<file path="src/rtl/emmc_traffic_gen_pkg.sv">
// Shared types and pattern rules for the eMMC traffic generator/checker.
package emmc_tg_p;

  typedef enum logic [1:0] {
    TG_INC   = 2'd0,
    TG_LFSR  = 2'd1,
    TG_CONST = 2'd2,
    TG_WALK  = 2'd3
  } tg_mode_e;

  typedef enum logic [2:0] {
    ST_IDLE,
    ST_WR_REQ,
    ST_WR_RUN,
    ST_RD_REQ,
    ST_RD_RUN,
    ST_DONE
  } tg_state_e;

  localparam logic [7:0] TG_LFSR_MASK = 8'hB8;

  // LFSR cannot start from 0 and the walking bit always starts at bit 0.
  function automatic logic [7:0] tg_start(input tg_mode_e mode, input logic [7:0] val);
    logic [7:0] res;
    res = val;
    if (mode == TG_LFSR && val == 8'h00) res = 8'h01;
    if (mode == TG_WALK) res = 8'h01;
    return res;
  endfunction

  function automatic logic [7:0] tg_next(input tg_mode_e mode, input logic [7:0] cur);
    logic [7:0] res;
    case (mode)
      TG_INC:  res = cur + 8'd1;
      TG_LFSR: res = cur[0] ? ((cur >> 1) ^ TG_LFSR_MASK) : (cur >> 1);
      TG_WALK: res = {cur[6:0], cur[7]};
      default: res = cur;
    endcase
    return res;
  endfunction

endpackage

</file>
<file path="src/rtl/emmc_traffic_gen_pattern.sv">
// 8-bit pattern register: load(value, mode) and advance by the selected rule.
module emmc_tg_pattern
  import emmc_tg_p::*;
(
  input  logic       clk_i,
  input  logic       arst_ni,
  input  logic       load_i,
  input  logic       adv_i,
  input  logic [1:0] mode_i,
  input  logic [7:0] load_val_i,
  output logic [7:0] pat_o
);

  tg_mode_e mode;
  assign mode = tg_mode_e'(mode_i);

  always_ff @(posedge clk_i or negedge arst_ni) begin
    if (!arst_ni) begin
      pat_o <= '0;
    end else if (load_i) begin
      pat_o <= tg_start(mode, load_val_i);
    end else if (adv_i) begin
      pat_o <= tg_next(mode, pat_o);
    end
  end

endmodule

</file>
<file path="src/rtl/emmc_traffic_gen.sv">
// Write/read-back traffic generator for emmc_sm; the read checker is built
// only when EMMC_TG_CHECK_EN is defined.
module emmc_traffic_gen
  import emmc_tg_p::*;
#(
  parameter int         BLK_CNT_W = 8,
  parameter int         BLK_BYTES = 512,
  parameter int         PASSES    = 0,
  parameter logic [7:0] SEED      = 8'h01
) (
  input  logic                                   clk_i,
  input  logic                                   arst_ni,
  input  logic                                   run_i,
  input  logic [1:0]                             mode_i,
  input  logic [BLK_CNT_W-1:0]                   blk_cnt_i,
  input  logic                                   ready_i,
  input  logic                                   dvalid_i,
  input  logic [7:0]                             dat_i,
  output logic                                   start_o,
  output logic                                   we_o,
  output logic [7:0]                             dat_o,
  output logic [BLK_CNT_W-1:0]                   blk_cnt_o,
  output logic                                   busy_o,
  output logic                                   done_o,
  output logic [15:0]                            pass_cnt_o,
  output logic [15:0]                            err_cnt_o,
  output logic [BLK_CNT_W+$clog2(BLK_BYTES)-1:0] first_err_o,
  output logic                                   len_err_o
);

  localparam int OFF_W = $clog2(BLK_BYTES);
  localparam int IDX_W = BLK_CNT_W + OFF_W;
  localparam int BC_W  = IDX_W + 1;

  tg_state_e        state_q, state_d;
  tg_mode_e         mode_q;
  logic [BC_W-1:0]  byte_cnt_q, byte_inc, exp_len;
  logic [15:0]      pass_nxt;
  logic             in_run, run_start;
  logic             pat_load, pat_adv;
  logic [7:0]       pat_val;
  tg_mode_e         pat_mode;

  assign in_run    = (state_q == ST_WR_RUN) || (state_q == ST_RD_RUN);
  assign run_start = (state_q == ST_IDLE) && (state_d == ST_WR_REQ);
  assign byte_inc  = byte_cnt_q + {{(BC_W-1){1'b0}}, dvalid_i};
  assign exp_len   = {1'b0, blk_cnt_o, {OFF_W{1'b0}}};
  assign pass_nxt  = pass_cnt_o + 16'd1;

  always_ff @(posedge clk_i or negedge arst_ni) begin
    if (!arst_ni) state_q <= ST_IDLE;
    else          state_q <= state_d;
  end

  always_comb begin
    state_d  = state_q;
    pat_load = 1'b0;
    pat_adv  = 1'b0;
    pat_val  = SEED;
    pat_mode = mode_q;
    case (state_q)
      ST_IDLE: if (run_i && ready_i) begin
        state_d  = ST_WR_REQ;
        pat_load = 1'b1;
        pat_mode = tg_mode_e'(mode_i);
      end
      ST_WR_REQ: if (!ready_i) state_d = ST_WR_RUN;
      ST_WR_RUN: begin
        pat_adv = dvalid_i;
        if (ready_i) begin
          state_d  = ST_RD_REQ;
          pat_load = 1'b1;
          pat_val  = SEED + pass_cnt_o[7:0];
        end
      end
      ST_RD_REQ: if (!ready_i) state_d = ST_RD_RUN;
      ST_RD_RUN: begin
        pat_adv = dvalid_i;
        if (ready_i) begin
          if (PASSES != 0 && pass_nxt == 16'(PASSES)) begin
            state_d = ST_DONE;
          end else if (!run_i) begin
            state_d = ST_IDLE;
          end else begin
            state_d  = ST_WR_REQ;
            pat_load = 1'b1;
            pat_val  = SEED + pass_nxt[7:0];
          end
        end
      end
      ST_DONE: if (!run_i) state_d = ST_IDLE;
      default: state_d = ST_IDLE;
    endcase
  end

  // Status outputs are registered from the next state so they align with it.
  always_ff @(posedge clk_i or negedge arst_ni) begin
    if (!arst_ni) begin
      mode_q     <= TG_INC;
      byte_cnt_q <= '0;
      start_o    <= 1'b0;
      we_o       <= 1'b0;
      blk_cnt_o  <= '0;
      busy_o     <= 1'b0;
      done_o     <= 1'b0;
      pass_cnt_o <= '0;
      len_err_o  <= 1'b0;
    end else begin
      start_o <= (state_d == ST_WR_REQ) || (state_d == ST_RD_REQ);
      we_o    <= (state_d == ST_WR_REQ) || (state_d == ST_WR_RUN);
      busy_o  <= (state_d != ST_IDLE) && (state_d != ST_DONE);
      done_o  <= (state_d == ST_DONE);
      if (state_q == ST_WR_REQ || state_q == ST_RD_REQ) begin
        byte_cnt_q <= '0;
      end else if (in_run && dvalid_i) begin
        byte_cnt_q <= byte_inc;
      end
      if (run_start) begin
        mode_q     <= tg_mode_e'(mode_i);
        blk_cnt_o  <= (blk_cnt_i == '0) ? {{(BLK_CNT_W-1){1'b0}}, 1'b1} : blk_cnt_i;
        pass_cnt_o <= '0;
        len_err_o  <= 1'b0;
      end else begin
        if (in_run && ready_i && byte_inc != exp_len) len_err_o <= 1'b1;
        if (state_q == ST_RD_RUN && ready_i) pass_cnt_o <= pass_nxt;
      end
    end
  end

`ifdef EMMC_TG_CHECK_EN
  logic rd_bad;
  assign rd_bad = (state_q == ST_RD_RUN) && dvalid_i && (dat_i != dat_o);

  always_ff @(posedge clk_i or negedge arst_ni) begin
    if (!arst_ni) begin
      err_cnt_o   <= '0;
      first_err_o <= '0;
    end else if (run_start) begin
      err_cnt_o   <= '0;
      first_err_o <= '0;
    end else if (rd_bad) begin
      if (err_cnt_o != 16'hFFFF) err_cnt_o <= err_cnt_o + 16'd1;
      if (err_cnt_o == 16'd0)    first_err_o <= byte_cnt_q[IDX_W-1:0];
    end
  end
`else
  logic unused_dat;
  assign unused_dat  = ^dat_i;
  assign err_cnt_o   = '0;
  assign first_err_o = '0;
`endif

  emmc_tg_pattern u_pattern (
    .clk_i      (clk_i),
    .arst_ni    (arst_ni),
    .load_i     (pat_load),
    .adv_i      (pat_adv),
    .mode_i     (pat_mode),
    .load_val_i (pat_val),
    .pat_o      (dat_o)
  );

endmodule

</file>
<file path="config.mk">
export PLATFORM = sky130hd
export DESIGN_NAME = emmc_traffic_gen
export DESIGN_NICKNAME = d
export VERILOG_FILES = /design/src/rtl/emmc_traffic_gen_pkg.sv /design/src/rtl/emmc_traffic_gen_pattern.sv /design/src/rtl/emmc_traffic_gen.sv
export SDC_FILE = /design/constraint.sdc
export NUM_CORES = 1
export LEC_CHECK = 0
export ABC_CLOCK_PERIOD_IN_PS = 3550
export CAP_MARGIN = 20
export CORE_ASPECT_RATIO = 1.75
export CORE_MARGIN = 10
export CORE_UTILIZATION = 45
export CTS_CLUSTER_SIZE = 20
export DETAILED_ROUTE_END_ITERATION = 10
export PLACE_DENSITY = 0.8
export SETUP_SLACK_MARGIN = 0.05
export SLEW_MARGIN = 5
export SYNTH_ARGS = -nofsm -noshare
export SYNTH_HDL_FRONTEND = slang
export SYNTH_SLANG_ARGS = --single-unit
</file>
<file path="constraint.sdc">
create_clock -name clk_i -period 3.55 [get_ports clk_i]
set_clock_uncertainty 0.2 [all_clocks]
set_input_delay 0.71 -clock clk_i [delete_from_list [all_inputs] [get_ports clk_i]]
set_output_delay 0.71 -clock clk_i [all_outputs]
set_load 0.02 [all_outputs]
</file>
==> run_summary.xml, run 1 <==
<?xml version="1.0" encoding="UTF-8"?>
<metrics>
  <group name="status">
    <metric name="run_status" unit="">complete, no violations</metric>
  </group>
  <group name="global_route">
    <metric name="grt.met1_usage" unit="%">16.6</metric>
    <metric name="antenna_found_initial" unit="">0</metric>
    <metric name="overall_fraction_of_global_route_tracks_in_use" unit="%">16.7</metric>
    <metric name="gr-total-overflow" unit="">0</metric>
    <metric name="grt_start_max_net_pins" unit="">35</metric>
    <metric name="grt_pass1_vias" unit="">4103</metric>
    <metric name="gr_layer_usage_met3" unit="%">3.52</metric>
    <metric name="globalRouteMet2Util" unit="%">30.6</metric>
    <metric name="grt_most_used_layer" unit="">met2</metric>
    <metric name="wire_length_of_the_first_global_routing_pass" unit="mm">19.3</metric>
  </group>
  <group name="logic_synthesis">
    <metric name="synth_cells" unit="">535</metric>
    <metric name="yosys.area_share.adder" unit="%">1.70</metric>
    <metric name="most_frequently_used_flop_master_after_synthesis" unit="">dfrtp_1</metric>
    <metric name="synth_simple_gate_area_share" unit="%">25.1</metric>
    <metric name="syn_area_per_cell" unit="sq um">8.25</metric>
    <metric name="distinct_cell_type_count_of_the_synthesized_netlist" unit="">68</metric>
    <metric name="combinational_family_with_the_most_area_after_synthesis" unit="">simple AND/OR/NAND/NOR gates</metric>
    <metric name="netlist_area" unit="sq um">4410</metric>
    <metric name="synth_async_sr_flop_share" unit="%">100</metric>
    <metric name="synth-seq-area-share" unit="%">34.0</metric>
    <metric name="ys_seq_elements" unit="">60</metric>
    <metric name="synth_commonest_cells" unit="">nand2_1 (67), dfrtp_1 (60), nor2_1 (45), o21ai_0 (40), buf_4 (33)</metric>
    <metric name="yosys-mux-area-fraction" unit="%">1.28</metric>
    <metric name="yosys.area.top_type_share" unit="%">34.0</metric>
    <metric name="synth_xor_xnor_area_share" unit="%">8.34</metric>
    <metric name="synth_enable_flop_cells" unit="">0</metric>
    <metric name="synth_warnings" unit="">0</metric>
    <metric name="synth.top_cells.by_area" unit="">dfrtp_1 (34%), nand2_1 (5.7%), buf_4 (5.6%)</metric>
    <metric name="synth_area_leader_cell" unit="">dfrtp_1</metric>
    <metric name="synth_compound_gate_area_share" unit="%">18.9</metric>
    <metric name="post-synth-top-count-cell" unit="">nand2_1</metric>
  </group>
  <group name="sta">
    <metric name="maxSlewViolCount" unit="">0</metric>
    <metric name="timing.fmax" unit="MHz">301</metric>
    <metric name="final-hold-violation-count" unit="">0</metric>
    <metric name="maxSlewHeadroom" unit="%">45.4</metric>
    <metric name="setup_viol" unit="">0</metric>
    <metric name="worst_max_slew_pin_slew" unit="ns">0.819</metric>
    <metric name="final.period_utilization" unit="%">93.7</metric>
    <metric name="rsz0062_at_grt" unit="">no</metric>
    <metric name="min_period" unit="ns">3.33</metric>
  </group>
  <group name="placed_design">
    <metric name="buffer_ports.inserted" unit="">51</metric>
    <metric name="placement.cell_area" unit="sq um">4920</metric>
    <metric name="detailed_placement_wirelength_estimate" unit="mm">8.98</metric>
    <metric name="place.gp.congestion" unit="">0.919</metric>
  </group>
  <group name="worst_setup_path">
    <metric name="critical-path-slowest-cell" unit="">clkdlybuf4s50_1</metric>
    <metric name="worst_ep_arrival_time" unit="ns">3.34</metric>
    <metric name="timing.critical_path.cells" unit="">clkdlybuf4s50_1 &gt; ha_1 &gt; ha_1 &gt; nand3_2 &gt; nor3_1 &gt; nand2_1 &gt; mux2i_1 &gt; nor4_1 &gt; a41oi_1 &gt; a2111o_1</metric>
    <metric name="timing.critical_path.mode_cell" unit="">ha_1</metric>
    <metric name="critical_path_required" unit="ns">3.57</metric>
    <metric name="setup_slack_of_the_most_critical_reg_to_reg_path" unit="ns">0.73</metric>
    <metric name="regToRegEndpoint" unit="">u_pattern.pat_o[7]</metric>
    <metric name="timing.rr.start" unit="">pass_cnt_o[0]</metric>
    <metric name="worstSetupStartpointType" unit="">primary input</metric>
    <metric name="timing_worst_setup_path_type" unit="">primary input to flop</metric>
    <metric name="critPathLaunch" unit="">dvalid_i</metric>
    <metric name="timing.critical_path.slowest_cell_delay" unit="ns">0.52</metric>
    <metric name="reg2regPathDepth" unit="">7</metric>
    <metric name="timing.critical_path.fanout_max" unit="">4</metric>
    <metric name="end_kind" unit="">flop</metric>
  </group>
  <group name="cts">
    <metric name="insertion_delay" unit="ns">0.33</metric>
    <metric name="hold_buf_cts" unit="">0</metric>
    <metric name="post_cts_buffers" unit="">0</metric>
    <metric name="cts.sink_count" unit="">60</metric>
    <metric name="tritoncts_clock_tree" unit="">yes</metric>
    <metric name="cts.root.buffer_cell" unit="">clkbuf_16</metric>
    <metric name="cts.htree.levels" unit="">3</metric>
    <metric name="cts-root-to-sink-buffers" unit="">2</metric>
    <metric name="clk_slew_on_worst_s_h_paths" unit="ns">0.06</metric>
    <metric name="inserted_clock_buffers" unit="">9</metric>
    <metric name="cts_resized" unit="">0</metric>
  </group>
  <group name="floorplan">
    <metric name="num_io_pins" unit="">93</metric>
    <metric name="die-area" unit="sq um">14300</metric>
    <metric name="die_width" unit="microns">94.8</metric>
    <metric name="core" unit="sq um">9530</metric>
    <metric name="floorplan.initialDensity" unit="%">46.3</metric>
    <metric name="die-height" unit="microns">151</metric>
    <metric name="rows" unit="">47</metric>
  </group>
  <group name="drt">
    <metric name="routed-via-count" unit="">4040</metric>
    <metric name="routed_via_density" unit="">5.67</metric>
    <metric name="initialDrtViolationCount" unit="">294</metric>
    <metric name="route.detailed.drc" unit="">0</metric>
    <metric name="wire_per_inst" unit="microns">16.6</metric>
    <metric name="ant_nets" unit="">0</metric>
    <metric name="detailedRoute.firstPassIterationCount" unit="">5</metric>
    <metric name="detail_route.wirelength" unit="mm">11.8</metric>
  </group>
  <group name="cells_and_area">
    <metric name="flow.area_growth_from_synthesis" unit="%">19.1</metric>
    <metric name="filler_cell_count" unit="">856</metric>
    <metric name="final_core_utilization" unit="%">55.2</metric>
    <metric name="nNetsFinal" unit="">614</metric>
    <metric name="finished_layout_cell_area" unit="sq um">5260</metric>
    <metric name="post_route_cells_drive_above_1_share" unit="%">9.32</metric>
    <metric name="antenna-diode-count" unit="">0</metric>
  </group>
  <group name="worst_hold_path">
    <metric name="hold_path.class" unit="">primary input to asynchronous set/reset pin</metric>
  </group>
  <group name="pwr">
    <metric name="power_per_unit_of_standard_cell_area" unit="nW/um^2">679</metric>
    <metric name="vdd_drop_max" unit="mV">0.380</metric>
    <metric name="cellLeakagePower" unit="uW">0.00232</metric>
  </group>
  <group name="job">
    <metric name="number_of_max_cap_violations" unit="">0</metric>
  </group>
</metrics>
[metal layers]
metal / part of all wire (%) / vias to the layer above / wire length [microns]
li1: - / 1933 / -
met1: 36 / 1892 / 4220
met2: 54 / 165 / 6420
met3: 6.1 / 50 / 719
met4: 4.0 / 0 / 479
met5: 0 / - / 0
[state kept, by name, summed over array words and instances (netlist names)]
name and cells:
blk_cnt_o 8, busy_o 1, byte_cnt_q 18, done_o 1, len_err_o 1, mode_q 2, pass_cnt_o 16, start_o 1
state_q 3, u_pattern.pat_o 8, we_o 1
[placed cells by master (no fill, tap or decap), types with 20 or more instances in the layout]
master / n
xor2_1: 21
o21ai_0: 40
a21oi_1: 29
nand3_1: 26
clkdlybuf4s50_1: 50
nor2_1: 45
nand2_1: 67
dfrtp_1: 60
xnor2_1: 21
buf_4: 20
conb_1: 33
[where the power goes]
part	switching, uW	internal [uW]	total (uW)	leakage, uW
logic	854	657	1510	0.00136
registers	244	828	1070	0.000790
clock network	307	683	990	0.000163
total	1400	2170	3570	0.00232
[stage by stage]
stage | TNS (ns) | instances | setup WS, ns | hold slack, ns | power, uW
floorplan | 0 | 567 | 0.464 | 0.214 | 2040
global placement | 0 | 696 | 0.0582 | 0.284 | 2530
detailed placement | -0.0743 | 696 | -0.0743 | 0.299 | 2580
CTS | 0 | 712 | 0.205 | 0.300 | 3580
global route | 0 | 712 | 0.0881 | 0.326 | 3790
finish | 0 | 712 | 0.224 | 0.276 | 3570
[layout make-up]
type	count	area, sq um	area share, %
multi-input cells	434	2560	48.8
well taps	122	153	2.90
inverters	8	30.0	0.571
flip-flops and latches	60	1500	28.6
clock buffers	11	233	4.43
clock inverters	5	100	1.90
repair buffers	72	676	12.9
[how the worst max path moves through the flow]
stage	slack, ns	end	cells after the start
2_1_floorplan	0.46	len_err_o	9
3_3_place_gp	0.06	len_err_o	10
3_5_place_dp	-0.07	len_err_o	10
4_1_cts	0.20	len_err_o	10
5_1_grt	0.09	len_err_o	10
6_report	0.22	len_err_o	10
[worst max-delay path, delay by kind of cell]
family                     cells  cell delay [ns]
adders and majority gates      2             0.39
muxes                          1             0.15
and+or+nand+nor                4             1.02
AOI/OAI and AO/OA              2             0.55
buffers and inverters          1             0.52
[logic make-up after synthesis]
kind of cell | after synthesis
flip-flops | 60
AO/OA/AOI/OAI | 133
XOR/XNOR | 42
AND/OR/NAND/NOR | 216
other | 1
buffers and inverters | 73
multiplexers | 4
adder cells (fa/ha/maj) | 6
Power figures use the tool's default switching activity.
==> run 2, diff against run 1 <==
--- a/config.mk
+++ b/config.mk
@@ -12,6 +12,7 @@
 export CORE_UTILIZATION = 45
 export CTS_CLUSTER_SIZE = 20
 export DETAILED_ROUTE_END_ITERATION = 10
+export MAX_ROUTING_LAYER = met4
 export PLACE_DENSITY = 0.8
 export SETUP_SLACK_MARGIN = 0.05
 export SLEW_MARGIN = 5
==> run 2 against run 1 <==
Cell count up 0.28%. Wire length is 1.3% lower. Flip-flop and latch count stayed put. First-iteration DRC count down 5.8%. Power fell by 5.1%. Die area is the same. Global-route usage up 0.20 points. Fmax increased by 3.9%. Largest cell class unchanged. Largest power group unchanged. Highest routed layer unchanged.
==> run_summary.xml, run 2 (synthesis results as in run 1) <==
<?xml version="1.0" encoding="UTF-8"?>
<metrics>
  <group name="status">
    <metric name="run_status" unit="">complete, no violations</metric>
  </group>
  <group name="floorplan">
    <metric name="floorplan.initialDensity" unit="%">46.3</metric>
    <metric name="die_width" unit="microns">94.8</metric>
    <metric name="die-area" unit="sq um">14300</metric>
    <metric name="die-height" unit="microns">151</metric>
    <metric name="rows" unit="">47</metric>
    <metric name="core" unit="sq um">9530</metric>
    <metric name="num_io_pins" unit="">93</metric>
  </group>
  <group name="drt">
    <metric name="detailroute.wirelength.met3" unit="microns">590</metric>
    <metric name="met1_length" unit="mm">4.43</metric>
    <metric name="detail_route.wirelength" unit="mm">11.7</metric>
    <metric name="highest-signal-layer" unit="">met4</metric>
    <metric name="wire_per_inst" unit="microns">16.4</metric>
    <metric name="route.detailed.drc" unit="">0</metric>
    <metric name="routed_via_density" unit="">5.66</metric>
    <metric name="detailedRoute.firstPassIterationCount" unit="">5</metric>
    <metric name="initialDrtViolationCount" unit="">277</metric>
    <metric name="ant_nets" unit="">0</metric>
    <metric name="routed-via-count" unit="">4042</metric>
    <metric name="detailroute.wirelength.met2" unit="mm">6.41</metric>
  </group>
  <group name="sta">
    <metric name="maxSlewViolCount" unit="">0</metric>
    <metric name="worst_max_slew_pin_slew" unit="ns">0.734</metric>
    <metric name="min_period" unit="ns">3.20</metric>
    <metric name="rsz0062_at_grt" unit="">no</metric>
    <metric name="setup_viol" unit="">0</metric>
    <metric name="timing.fmax" unit="MHz">312</metric>
    <metric name="fin_tns_setup" unit="ns">0</metric>
    <metric name="final.period_utilization" unit="%">90.2</metric>
    <metric name="maxSlewHeadroom" unit="%">51.1</metric>
    <metric name="fin_worst_hold_slack" unit="ns">0.236</metric>
    <metric name="final-hold-violation-count" unit="">0</metric>
  </group>
  <group name="worst_setup_path">
    <metric name="timing.critical_path.fanout_max" unit="">4</metric>
    <metric name="worstSetupStartpointType" unit="">primary input</metric>
    <metric name="setup_slack_of_the_most_critical_reg_to_reg_path" unit="ns">0.65</metric>
    <metric name="reg2regPathDepth" unit="">8</metric>
    <metric name="critical-path-slowest-cell" unit="">clkdlybuf4s50_1</metric>
    <metric name="timing.critical_path.cells" unit="">clkdlybuf4s50_1 &gt; ha_1 &gt; ha_1 &gt; nand3_2 &gt; nor3_1 &gt; nand2_1 &gt; mux2i_1 &gt; nor4_1 &gt; a41oi_1 &gt; a2111o_1</metric>
    <metric name="timing.critical_path.slowest_cell_delay" unit="ns">0.51</metric>
    <metric name="critical_path_required" unit="ns">3.56</metric>
    <metric name="timing.critical_path.mode_cell" unit="">ha_1</metric>
    <metric name="timing.rr.start" unit="">pass_cnt_o[0]</metric>
    <metric name="crit_path_max_delay_family" unit="">simple AND/OR/NAND/NOR gates</metric>
    <metric name="timing_worst_setup_path_type" unit="">primary input to flop</metric>
    <metric name="end_kind" unit="">flop</metric>
    <metric name="worst_ep_arrival_time" unit="ns">3.22</metric>
    <metric name="cp.buffers_inverters" unit="">1</metric>
    <metric name="regToRegEndpoint" unit="">u_pattern.pat_o[0]</metric>
  </group>
  <group name="global_route">
    <metric name="gr-total-overflow" unit="">0</metric>
    <metric name="overall_fraction_of_global_route_tracks_in_use" unit="%">16.9</metric>
    <metric name="grt_start_max_net_pins" unit="">34</metric>
    <metric name="grt_pass1_vias" unit="">4000</metric>
    <metric name="wire_length_of_the_first_global_routing_pass" unit="mm">19.0</metric>
    <metric name="antenna_found_initial" unit="">0</metric>
  </group>
  <group name="cts">
    <metric name="cts.root.buffer_cell" unit="">clkbuf_16</metric>
    <metric name="hold_buf_cts" unit="">0</metric>
    <metric name="cts.sink_count" unit="">60</metric>
    <metric name="insertion_delay" unit="ns">0.33</metric>
    <metric name="clk_slew_on_worst_s_h_paths" unit="ns">0.06</metric>
    <metric name="cts.htree.levels" unit="">3</metric>
    <metric name="tritoncts_clock_tree" unit="">yes</metric>
    <metric name="post_cts_buffers" unit="">0</metric>
    <metric name="cts_resized" unit="">0</metric>
    <metric name="inserted_clock_buffers" unit="">9</metric>
    <metric name="cts-root-to-sink-buffers" unit="">2</metric>
  </group>
  <group name="cells_and_area">
    <metric name="finished_layout_cell_area" unit="sq um">5210</metric>
    <metric name="nNetsFinal" unit="">616</metric>
    <metric name="largest_register_ffs" unit="">18</metric>
    <metric name="flow.area_growth_from_synthesis" unit="%">18.0</metric>
    <metric name="largest_registers" unit="">byte_cnt_q: 18 flops, pass_cnt_o: 16 flops</metric>
    <metric name="antenna-diode-count" unit="">0</metric>
    <metric name="final_common_cell" unit="">nand2_1</metric>
    <metric name="max_flop_register" unit="">byte_cnt_q</metric>
    <metric name="layout_common_cells" unit="">nand2_1 (67), dfrtp_1 (60), clkdlybuf4s50_1 (50)</metric>
    <metric name="post_route_cells_drive_above_1_share" unit="%">9.80</metric>
  </group>
  <group name="pwr">
    <metric name="cellLeakagePower" unit="uW">0.00230</metric>
    <metric name="power_per_unit_of_standard_cell_area" unit="nW/um^2">651</metric>
    <metric name="vdd_drop_max" unit="mV">0.321</metric>
  </group>
  <group name="worst_hold_path">
    <metric name="hold_path.class" unit="">primary input to asynchronous set/reset pin</metric>
  </group>
  <group name="placed_design">
    <metric name="placement.cell_area" unit="sq um">4930</metric>
    <metric name="place.gp.congestion" unit="">0.896</metric>
    <metric name="detailed_placement_wirelength_estimate" unit="mm">8.96</metric>
    <metric name="buffer_ports.inserted" unit="">51</metric>
  </group>
  <group name="job">
    <metric name="number_of_max_cap_violations" unit="">0</metric>
  </group>
</metrics>
-- run 2: changes by cell type in the layout (fill, tap and decap cells not counted), sizes merged --
cell and delta:
buf +2, bufinv -3, clkbuf +1, clkinv +2
-- run 2: power breakdown --
group	internal [uW]	switching (uW)
Combinational	656	849
Sequential	828	243
Clock	507	306
-- run 2: layout make-up --
class,instances,area (sq um)
fillers,895,4320
multi-input cells,434,2560
flip-flops and latches,60,1500
repair buffers,74,678
clock buffers,12,256
well taps,122,153
inverters,8,30.0
clock inverters,4,23.8
-- run 2: worst max-delay path by stage --
stage / cells after the start / endpoint / start
2_1_floorplan: 9 / len_err_o / dvalid_i
3_5_place_dp: 10 / len_err_o / dvalid_i
6_report: 10 / len_err_o / dvalid_i
4_1_cts: 10 / len_err_o / dvalid_i
3_3_place_gp: 10 / len_err_o / dvalid_i
5_1_grt: 10 / len_err_o / dvalid_i
-- run 2: layer usage --
layer | vias to the layer above | track usage (%)
li1 | 1945 | -
met1 | 1942 | 17.0
met2 | 128 | 30.3
met3 | 27 | 3.37
met4 | 0 | 7.89
met5 | - | -
-- run 2: per-stage QoR --
| step | setup WS [ns] | total power (uW) | utilization [%] | cells |
|---|---|---|---|---|
| 4_1_cts | 0.338 | 3400 | 54.6 | 714 |
| 3_5_place_dp | 0.00626 | 2570 | 51.7 | 698 |
| 2_1_floorplan | 0.464 | 2040 | - | 567 |
| 6_report | 0.349 | 3390 | 54.6 | 714 |
| 5_1_grt | 0.220 | 3610 | 54.6 | 714 |
| 3_3_place_gp | 0.0420 | 2530 | 51.7 | 698 |
==> run 3, diff against run 2 <==
--- a/config.mk
+++ b/config.mk
@@ -5,8 +5,7 @@
 export SDC_FILE = /design/constraint.sdc
 export NUM_CORES = 1
 export LEC_CHECK = 0
-export ABC_CLOCK_PERIOD_IN_PS = 3550
-export CAP_MARGIN = 20
+export CAP_MARGIN = 40
 export CORE_ASPECT_RATIO = 1.75
 export CORE_MARGIN = 10
 export CORE_UTILIZATION = 45
==> results of run 3 <==
The final DEF is identical to that of run 2; final timing and power are the same.
